--- config.mk ---
export PLATFORM = sky130hd
export DESIGN_NAME = uart_rx_top
export DESIGN_NICKNAME = d
export VERILOG_FILES = /design/src/rtl/uart_rx_top.sv
export SDC_FILE = /design/constraint.sdc
export NUM_CORES = 1
export LEC_CHECK = 0
export CAP_MARGIN = 10
export CORE_MARGIN = 4
export CORE_UTILIZATION = 45
export DETAILED_ROUTE_END_ITERATION = 8
export PLACE_DENSITY_LB_ADDON = 0.15
export SKIP_LAST_GASP = 1
export SLEW_MARGIN = 20
export SYNTH_ARGS = -nofsm -noshare
export SYNTH_HDL_FRONTEND = slang
export SYNTH_SLANG_ARGS = --single-unit
export TNS_END_PERCENT = 10
--- constraint.sdc ---
create_clock -name clk -period 3.2 [get_ports clk]
set_input_delay 0.64 -clock clk [delete_from_list [all_inputs] [get_ports clk]]
set_output_delay 0.64 -clock clk [all_outputs]
set_load 0.03 [all_outputs]
--- src/rtl/uart_rx_top.sv ---
// UART receiver: 16x oversampled, configurable data/parity/stop/baud,
// one-cycle valid pulse with parity and framing error flags.
module uart_rx_top #(
    parameter int unsigned CLK_HZ = 50_000_000,
    parameter int unsigned OVS    = 16
) (
    input  logic       clk,
    input  logic       rst,
    input  logic       rx_in,
    input  logic [1:0] para,
    input  logic       s_num,
    input  logic       d_num,
    input  logic [1:0] bd_rate,
    output logic [7:0] out_data,
    output logic       valid,
    output logic       parity_err,
    output logic       frame_err,
    output logic       busy
);

    localparam int unsigned Div1200 = CLK_HZ / (1200 * OVS);
    localparam int unsigned Div2400 = CLK_HZ / (2400 * OVS);
    localparam int unsigned Div4800 = CLK_HZ / (4800 * OVS);
    localparam int unsigned Div9600 = CLK_HZ / (9600 * OVS);
    localparam int unsigned CntW    = $clog2(Div1200 + 1);

    typedef enum logic [2:0] {StIdle, StStart, StData, StParity, StStop} state_e;

    state_e            state_q, state_d;
    logic              rx_s1_q, rxs_q;
    logic [CntW-1:0]   div_cnt_q, div_cnt_d, div_last;
    logic [3:0]        os_q, os_d;
    logic [2:0]        bit_q, bit_d;
    logic              stop2_q, stop2_d;
    logic              line_ok_q, line_ok_d;
    logic [7:0]        data_q, data_d;
    logic              perr_q, perr_d;
    logic              ferr_q, ferr_d;
    logic [1:0]        cfg_para_q, cfg_para_d;
    logic              cfg_s_q, cfg_s_d;
    logic              cfg_d_q, cfg_d_d;
    logic [1:0]        cfg_bd_q, cfg_bd_d;
    logic [7:0]        out_data_q, out_data_d;
    logic              valid_q, valid_d;
    logic              parity_err_q, parity_err_d;
    logic              frame_err_q, frame_err_d;
    logic              tick;
    logic              par_calc;
    int unsigned       div_sel;

    // Tick period selected by the baud rate latched at start detection.
    always_comb begin
        div_sel = Div1200;
        case (cfg_bd_q)
            2'b00:   div_sel = Div1200;
            2'b01:   div_sel = Div2400;
            2'b10:   div_sel = Div4800;
            default: div_sel = Div9600;
        endcase
        div_last = CntW'(div_sel - 1);
    end

    assign tick     = (state_q != StIdle) && (div_cnt_q == div_last);
    assign par_calc = (^data_q) ^ rxs_q;

    // Next-state logic for the receive FSM, tick counter and output registers.
    always_comb begin
        state_d      = state_q;
        div_cnt_d    = (state_q == StIdle || tick) ? '0 : div_cnt_q + 1'b1;
        os_d         = os_q;
        bit_d        = bit_q;
        stop2_d      = stop2_q;
        line_ok_d    = line_ok_q;
        data_d       = data_q;
        perr_d       = perr_q;
        ferr_d       = ferr_q;
        cfg_para_d   = cfg_para_q;
        cfg_s_d      = cfg_s_q;
        cfg_d_d      = cfg_d_q;
        cfg_bd_d     = cfg_bd_q;
        out_data_d   = out_data_q;
        valid_d      = 1'b0;
        parity_err_d = parity_err_q;
        frame_err_d  = frame_err_q;
        case (state_q)
            StIdle: begin
                if (rxs_q) begin
                    line_ok_d = 1'b1;
                end else if (line_ok_q) begin
                    state_d    = StStart;
                    os_d       = '0;
                    data_d     = '0;
                    perr_d     = 1'b0;
                    ferr_d     = 1'b0;
                    stop2_d    = 1'b0;
                    cfg_para_d = para;
                    cfg_s_d    = s_num;
                    cfg_d_d    = d_num;
                    cfg_bd_d   = bd_rate;
                end
            end
            StStart: begin
                if (tick) begin
                    if (os_q == 4'd7) begin
                        // A high line at mid start bit is treated as a glitch.
                        state_d = rxs_q ? StIdle : StData;
                        os_d    = '0;
                        bit_d   = '0;
                    end else begin
                        os_d = os_q + 4'd1;
                    end
                end
            end
            StData: begin
                if (tick) begin
                    os_d = os_q + 4'd1;
                    if (os_q == 4'd15) begin
                        data_d[bit_q] = rxs_q;
                        if (bit_q == (cfg_d_q ? 3'd7 : 3'd6)) begin
                            state_d = (^cfg_para_q) ? StParity : StStop;
                        end else begin
                            bit_d = bit_q + 3'd1;
                        end
                    end
                end
            end
            StParity: begin
                if (tick) begin
                    os_d = os_q + 4'd1;
                    if (os_q == 4'd15) begin
                        // Even mode wants an even count of ones, odd mode an odd count.
                        perr_d  = (cfg_para_q == 2'b10) ? par_calc : ~par_calc;
                        state_d = StStop;
                    end
                end
            end
            StStop: begin
                if (tick) begin
                    os_d = os_q + 4'd1;
                    if (os_q == 4'd15) begin
                        if (cfg_s_q && !stop2_q) begin
                            stop2_d = 1'b1;
                            ferr_d  = ferr_q | ~rxs_q;
                        end else begin
                            // Leaving at mid stop bit lets the next start bit follow directly.
                            state_d      = StIdle;
                            valid_d      = 1'b1;
                            out_data_d   = data_q;
                            parity_err_d = perr_q;
                            frame_err_d  = ferr_q | ~rxs_q;
                            if (ferr_q | ~rxs_q) line_ok_d = 1'b0;
                        end
                    end
                end
            end
            default: state_d = StIdle;
        endcase
    end

    // State registers with synchronous reset.
    always_ff @(posedge clk) begin
        if (rst) begin
            state_q      <= StIdle;
            rx_s1_q      <= 1'b1;
            rxs_q        <= 1'b1;
            div_cnt_q    <= '0;
            os_q         <= '0;
            bit_q        <= '0;
            stop2_q      <= 1'b0;
            line_ok_q    <= 1'b1;
            data_q       <= '0;
            perr_q       <= 1'b0;
            ferr_q       <= 1'b0;
            cfg_para_q   <= '0;
            cfg_s_q      <= 1'b0;
            cfg_d_q      <= 1'b1;
            cfg_bd_q     <= '0;
            out_data_q   <= '0;
            valid_q      <= 1'b0;
            parity_err_q <= 1'b0;
            frame_err_q  <= 1'b0;
        end else begin
            state_q      <= state_d;
            rx_s1_q      <= rx_in;
            rxs_q        <= rx_s1_q;
            div_cnt_q    <= div_cnt_d;
            os_q         <= os_d;
            bit_q        <= bit_d;
            stop2_q      <= stop2_d;
            line_ok_q    <= line_ok_d;
            data_q       <= data_d;
            perr_q       <= perr_d;
            ferr_q       <= ferr_d;
            cfg_para_q   <= cfg_para_d;
            cfg_s_q      <= cfg_s_d;
            cfg_d_q      <= cfg_d_d;
            cfg_bd_q     <= cfg_bd_d;
            out_data_q   <= out_data_d;
            valid_q      <= valid_d;
            parity_err_q <= parity_err_d;
            frame_err_q  <= frame_err_d;
        end
    end

    assign out_data   = out_data_q;
    assign valid      = valid_q;
    assign parity_err = parity_err_q;
    assign frame_err  = frame_err_q;
    assign busy       = (state_q != StIdle);

endmodule

==> flow_metrics.env <==
export IMPL_power_leakage_nw=1.20
export IMPL_die_w_um=88.6
export IMPL_synth_fa_ha_area_share_pct=4.71
export IMPL_synth_xor_area_share_pct=8.09
export IMPL_yosysTopAreaCell="dfxtp_1"
export IMPL_wl_per_cell_um=14.0
export IMPL_drt_initial_drc_count=126
export IMPL_end_kind="flop"
export IMPL_cts_resized=0
export IMPL_max_freq_mhz=365
export IMPL_initial_core_util_pct=46.3
export IMPL_cp_arrival_ps=2980
export IMPL_netlist_instances=346
export IMPL_critPathKind="flop to flop"
export IMPL_avgSynthCellArea_um2=8.44
export IMPL_muxShareOfSynthArea_pct=3.81
export IMPL_finalWorstPathRequiredPeriod_ps=2740
export IMPL_finalSetupViolations=0
export IMPL_num_vias=2402
export IMPL_gp_congestion=0.795
export IMPL_setup_worst_path_start_class="flop"
export IMPL_viasPerCell=5.42
export IMPL_crit_chain="inv_1 > ha_1 > or2_2 > a21oi_1 > nand4_1 > or4_4 > or4_1 > a21oi_1"
export IMPL_min_path_cells=1
export IMPL_pwr_share_clk_pct=33.7
export IMPL_synth_commonest_cells="53 x dfxtp_1, 45 x nor2_1, 24 x nand2_1"
export IMPL_hold_ws_ps=416
export IMPL_synth_simple_area_share_pct=27.1
export IMPL_ff2ff_path_depth=8
export IMPL_wl_met1_um=3190
export IMPL_hp_class="flop to flop"
export IMPL_synth_compound_area_share_pct=16.1
export IMPL_swShare_pct=24.6
export IMPL_p_sw_mw=0.279
export IMPL_drc_errors=0
export IMPL_numPortBuffers=20
export IMPL_critical_path_top_delay_family="simple AND/OR/NAND/NOR gates"
export IMPL_die_h_um=88.6
export IMPL_wl_met3_um=201
export IMPL_cp_required_ps=3430
export IMPL_grt_pass1_vias=2231
export IMPL_h_tree_depth=2
export IMPL_p_per_area_nw_per_um2=342
export IMPL_drive_gt1_share_pct=8.47
export IMPL_grt_util_all_layers_pct=16.9
export IMPL_dp_hpwl_um=4540
export IMPL_seq_power_share_pct=58.9
export IMPL_ios=21
export IMPL_max_slew_worst_pin_slew_ps=735
export IMPL_cp_max_fo=7
export IMPL_ant_nets=0
export IMPL_cts_sinks=53
export IMPL_crit_cells=8
export IMPL_yosysMostFrequentCell="dfxtp_1"
export IMPL_n_antenna_cell=0
export IMPL_synth_top_area_share_pct=36.3
export IMPL_worst_path_buf_inv=1
export IMPL_cpMaxStageDelayCell="or4_1"
export IMPL_synth_top_family_by_area="simple AND/OR/NAND/NOR gates"
export IMPL_peakVddDrop_mv=0.160
export IMPL_synth_distinct_cells=51
export IMPL_synth_area_um2=2920
export IMPL_tns_ps=0
export IMPL_comb_power_share_pct=7.4
export IMPL_max_stage_delay_ps=510
export IMPL_dieArea_um2=7850
export IMPL_drv_slew=0
export IMPL_synth_seq_cells=53
export IMPL_outcome="completed"
export IMPL_grt_ovfl_total=0
export IMPL_cts_tree="built"
export IMPL_finalClockSkew_ps=8.64
export IMPL_wl_met2_um=2750
export IMPL_cts_buffers=5
export IMPL_synthFlopType="dfxtp_1"
export IMPL_intPower_mw=0.857
export IMPL_top_layer_used="met4"
export IMPL_synthArstFlopShare_pct=0
export IMPL_drt_pre_antenna_iters=4
export IMPL_cp_common_cell="a21oi_1"
export IMPL_antenna_found_initial=0
export IMPL_ys_warn_count=0
export IMPL_synth_edf_count=0
export IMPL_grt_pass1_wl_um=10700
export IMPL_drv_cap=0
export IMPL_path_clk_slew_ps=100
export IMPL_nets=385
export IMPL_core_area_um2=6310
export IMPL_synth_nets=366
export IMPL_synth_area_leaders="dfxtp_1 36%, nor2_1 5.8%, ha_1 4.7%"
export IMPL_syn2layout_area_growth_pct=13.5
export IMPL_fin_crit_sh_pct=85.7
export IMPL_clockRootBuffer="clkbuf_8"
export IMPL_ys_seq_area_share_pct=36.3
export IMPL_wirelength_um=6190
export IMPL_clockBufferDepth=2
export IMPL_rsz0062_at_grt="false"
export IMPL_slew_headroom_pct=50.8
export IMPL_grt_max_degree=23
export IMPL_hold_viol=0
export IMPL_num_rows=29
export IMPL_clk_insertion_delay_late_ps=300
export IMPL_hold_buffers=0
[cell families (layout without fill, tap and decap cells)]
| group | count (synthesis) | after routing |
|---|---|---|
| buffers and inverters | 27 | 47 |
| DFF | 53 | 53 |
| AOI/OAI and AO/OA | 66 | 66 |
| and+or+nand+nor | 151 | 151 |
| xor gates and xnor gates | 27 | 27 |
| muxes | 11 | 11 |
| adders and majority gates | 11 | 11 |
[sequential cells by signal (all words and copies together) (netlist names), 2 cells and up]
| register | count |
|---|---|
| bit_q | 3 |
| cfg_bd_q | 2 |
| cfg_para_q | 2 |
| data_q | 8 |
| div_cnt_q | 12 |
| os_q | 4 |
| out_data | 8 |
| state_q | 3 |
[worst register-to-register path, stage by stage, from the launching register on]
cell,delay (ps)
dfxtp_1,480
inv_1,130
ha_1,260
or2_2,310
a21oi_1,230
nand4_1,150
or4_4,460
or4_1,510
a21oi_1,140
[per-layer routing]
layer,up-vias,global-route usage (%)
met1,1088,24.1
met4,0,4.67
met5,-,0
met3,4,2.23
met2,43,26.9
li1,1267,-
[stage by stage]
step           power (mW)  utilization (%)  worst slack [ps]  cells  instance area, um2
2_1_floorplan       0.741                -               648    346                2920
3_3_place_gp        0.768             50.5               398    431                3190
3_5_place_dp        0.769             50.5               240    431                3190
4_1_cts              1.15             51.9               175    439                3270
5_1_grt              1.19             52.5               256    443                3320
6_report             1.14             52.5               458    443                3320
[cell type report]
cell class | count | area [um2]
flip-flops and latches | 53 | 1060
clock buffers | 6 | 72.6
multi-input cells | 266 | 1750
well taps | 77 | 96.3
fillers | 611 | 3000
repair buffers | 30 | 288
inverters | 9 | 33.8
clock inverters | 2 | 13.8
[power by group through the flow]
stage / clock [mW] / combinational (mW) / sequential (mW)
after floorplan: 0 / 0.0585 / 0.683
after global placement: 0 / 0.0840 / 0.684
after detailed placement: 0 / 0.0847 / 0.684
after CTS: 0.395 / 0.0854 / 0.669
after global routing: 0.421 / 0.0940 / 0.670
final: 0.382 / 0.0845 / 0.669
[final timing paths]
| path | from | end | slack, ps |
|---|---|---|---|
| hold / removal | rx_s1_q | rxs_q | 420 |
| hold reg to reg | rx_s1_q | rxs_q | 420 |
| setup reg to reg | cfg_bd_q[1] | bit_q[0] | 460 |
| setup / recovery | cfg_bd_q[1] | bit_q[0] | 460 |
[placed cells by master (no fill, tap or decap), types with 4 or more instances in the layout]
cell type,instances
a21oi_1,16
dfxtp_1,53
o21a_1,4
nand3b_1,7
ha_1,11
o31ai_1,4
nor2_1,45
inv_1,9
nand2b_1,4
nor3b_1,5
o21ai_0,15
clkbuf_8,5
nor3_1,9
nand3_1,14
or3_1,6
nand4_1,7
and3_1,4
or4_1,4
nand2_1,24
a21o_1,6
buf_4,9
xor2_1,12
xnor2_1,15
or2_2,6
clkdlybuf4s50_1,20
mux2i_1,10
[what timing repair did]
action	in CTS	in global routing
buffers inserted	0	4
setup endpoints to repair	0	5
endpoints found under the hold margin	0	0
(Power assumes the default switching activity.)
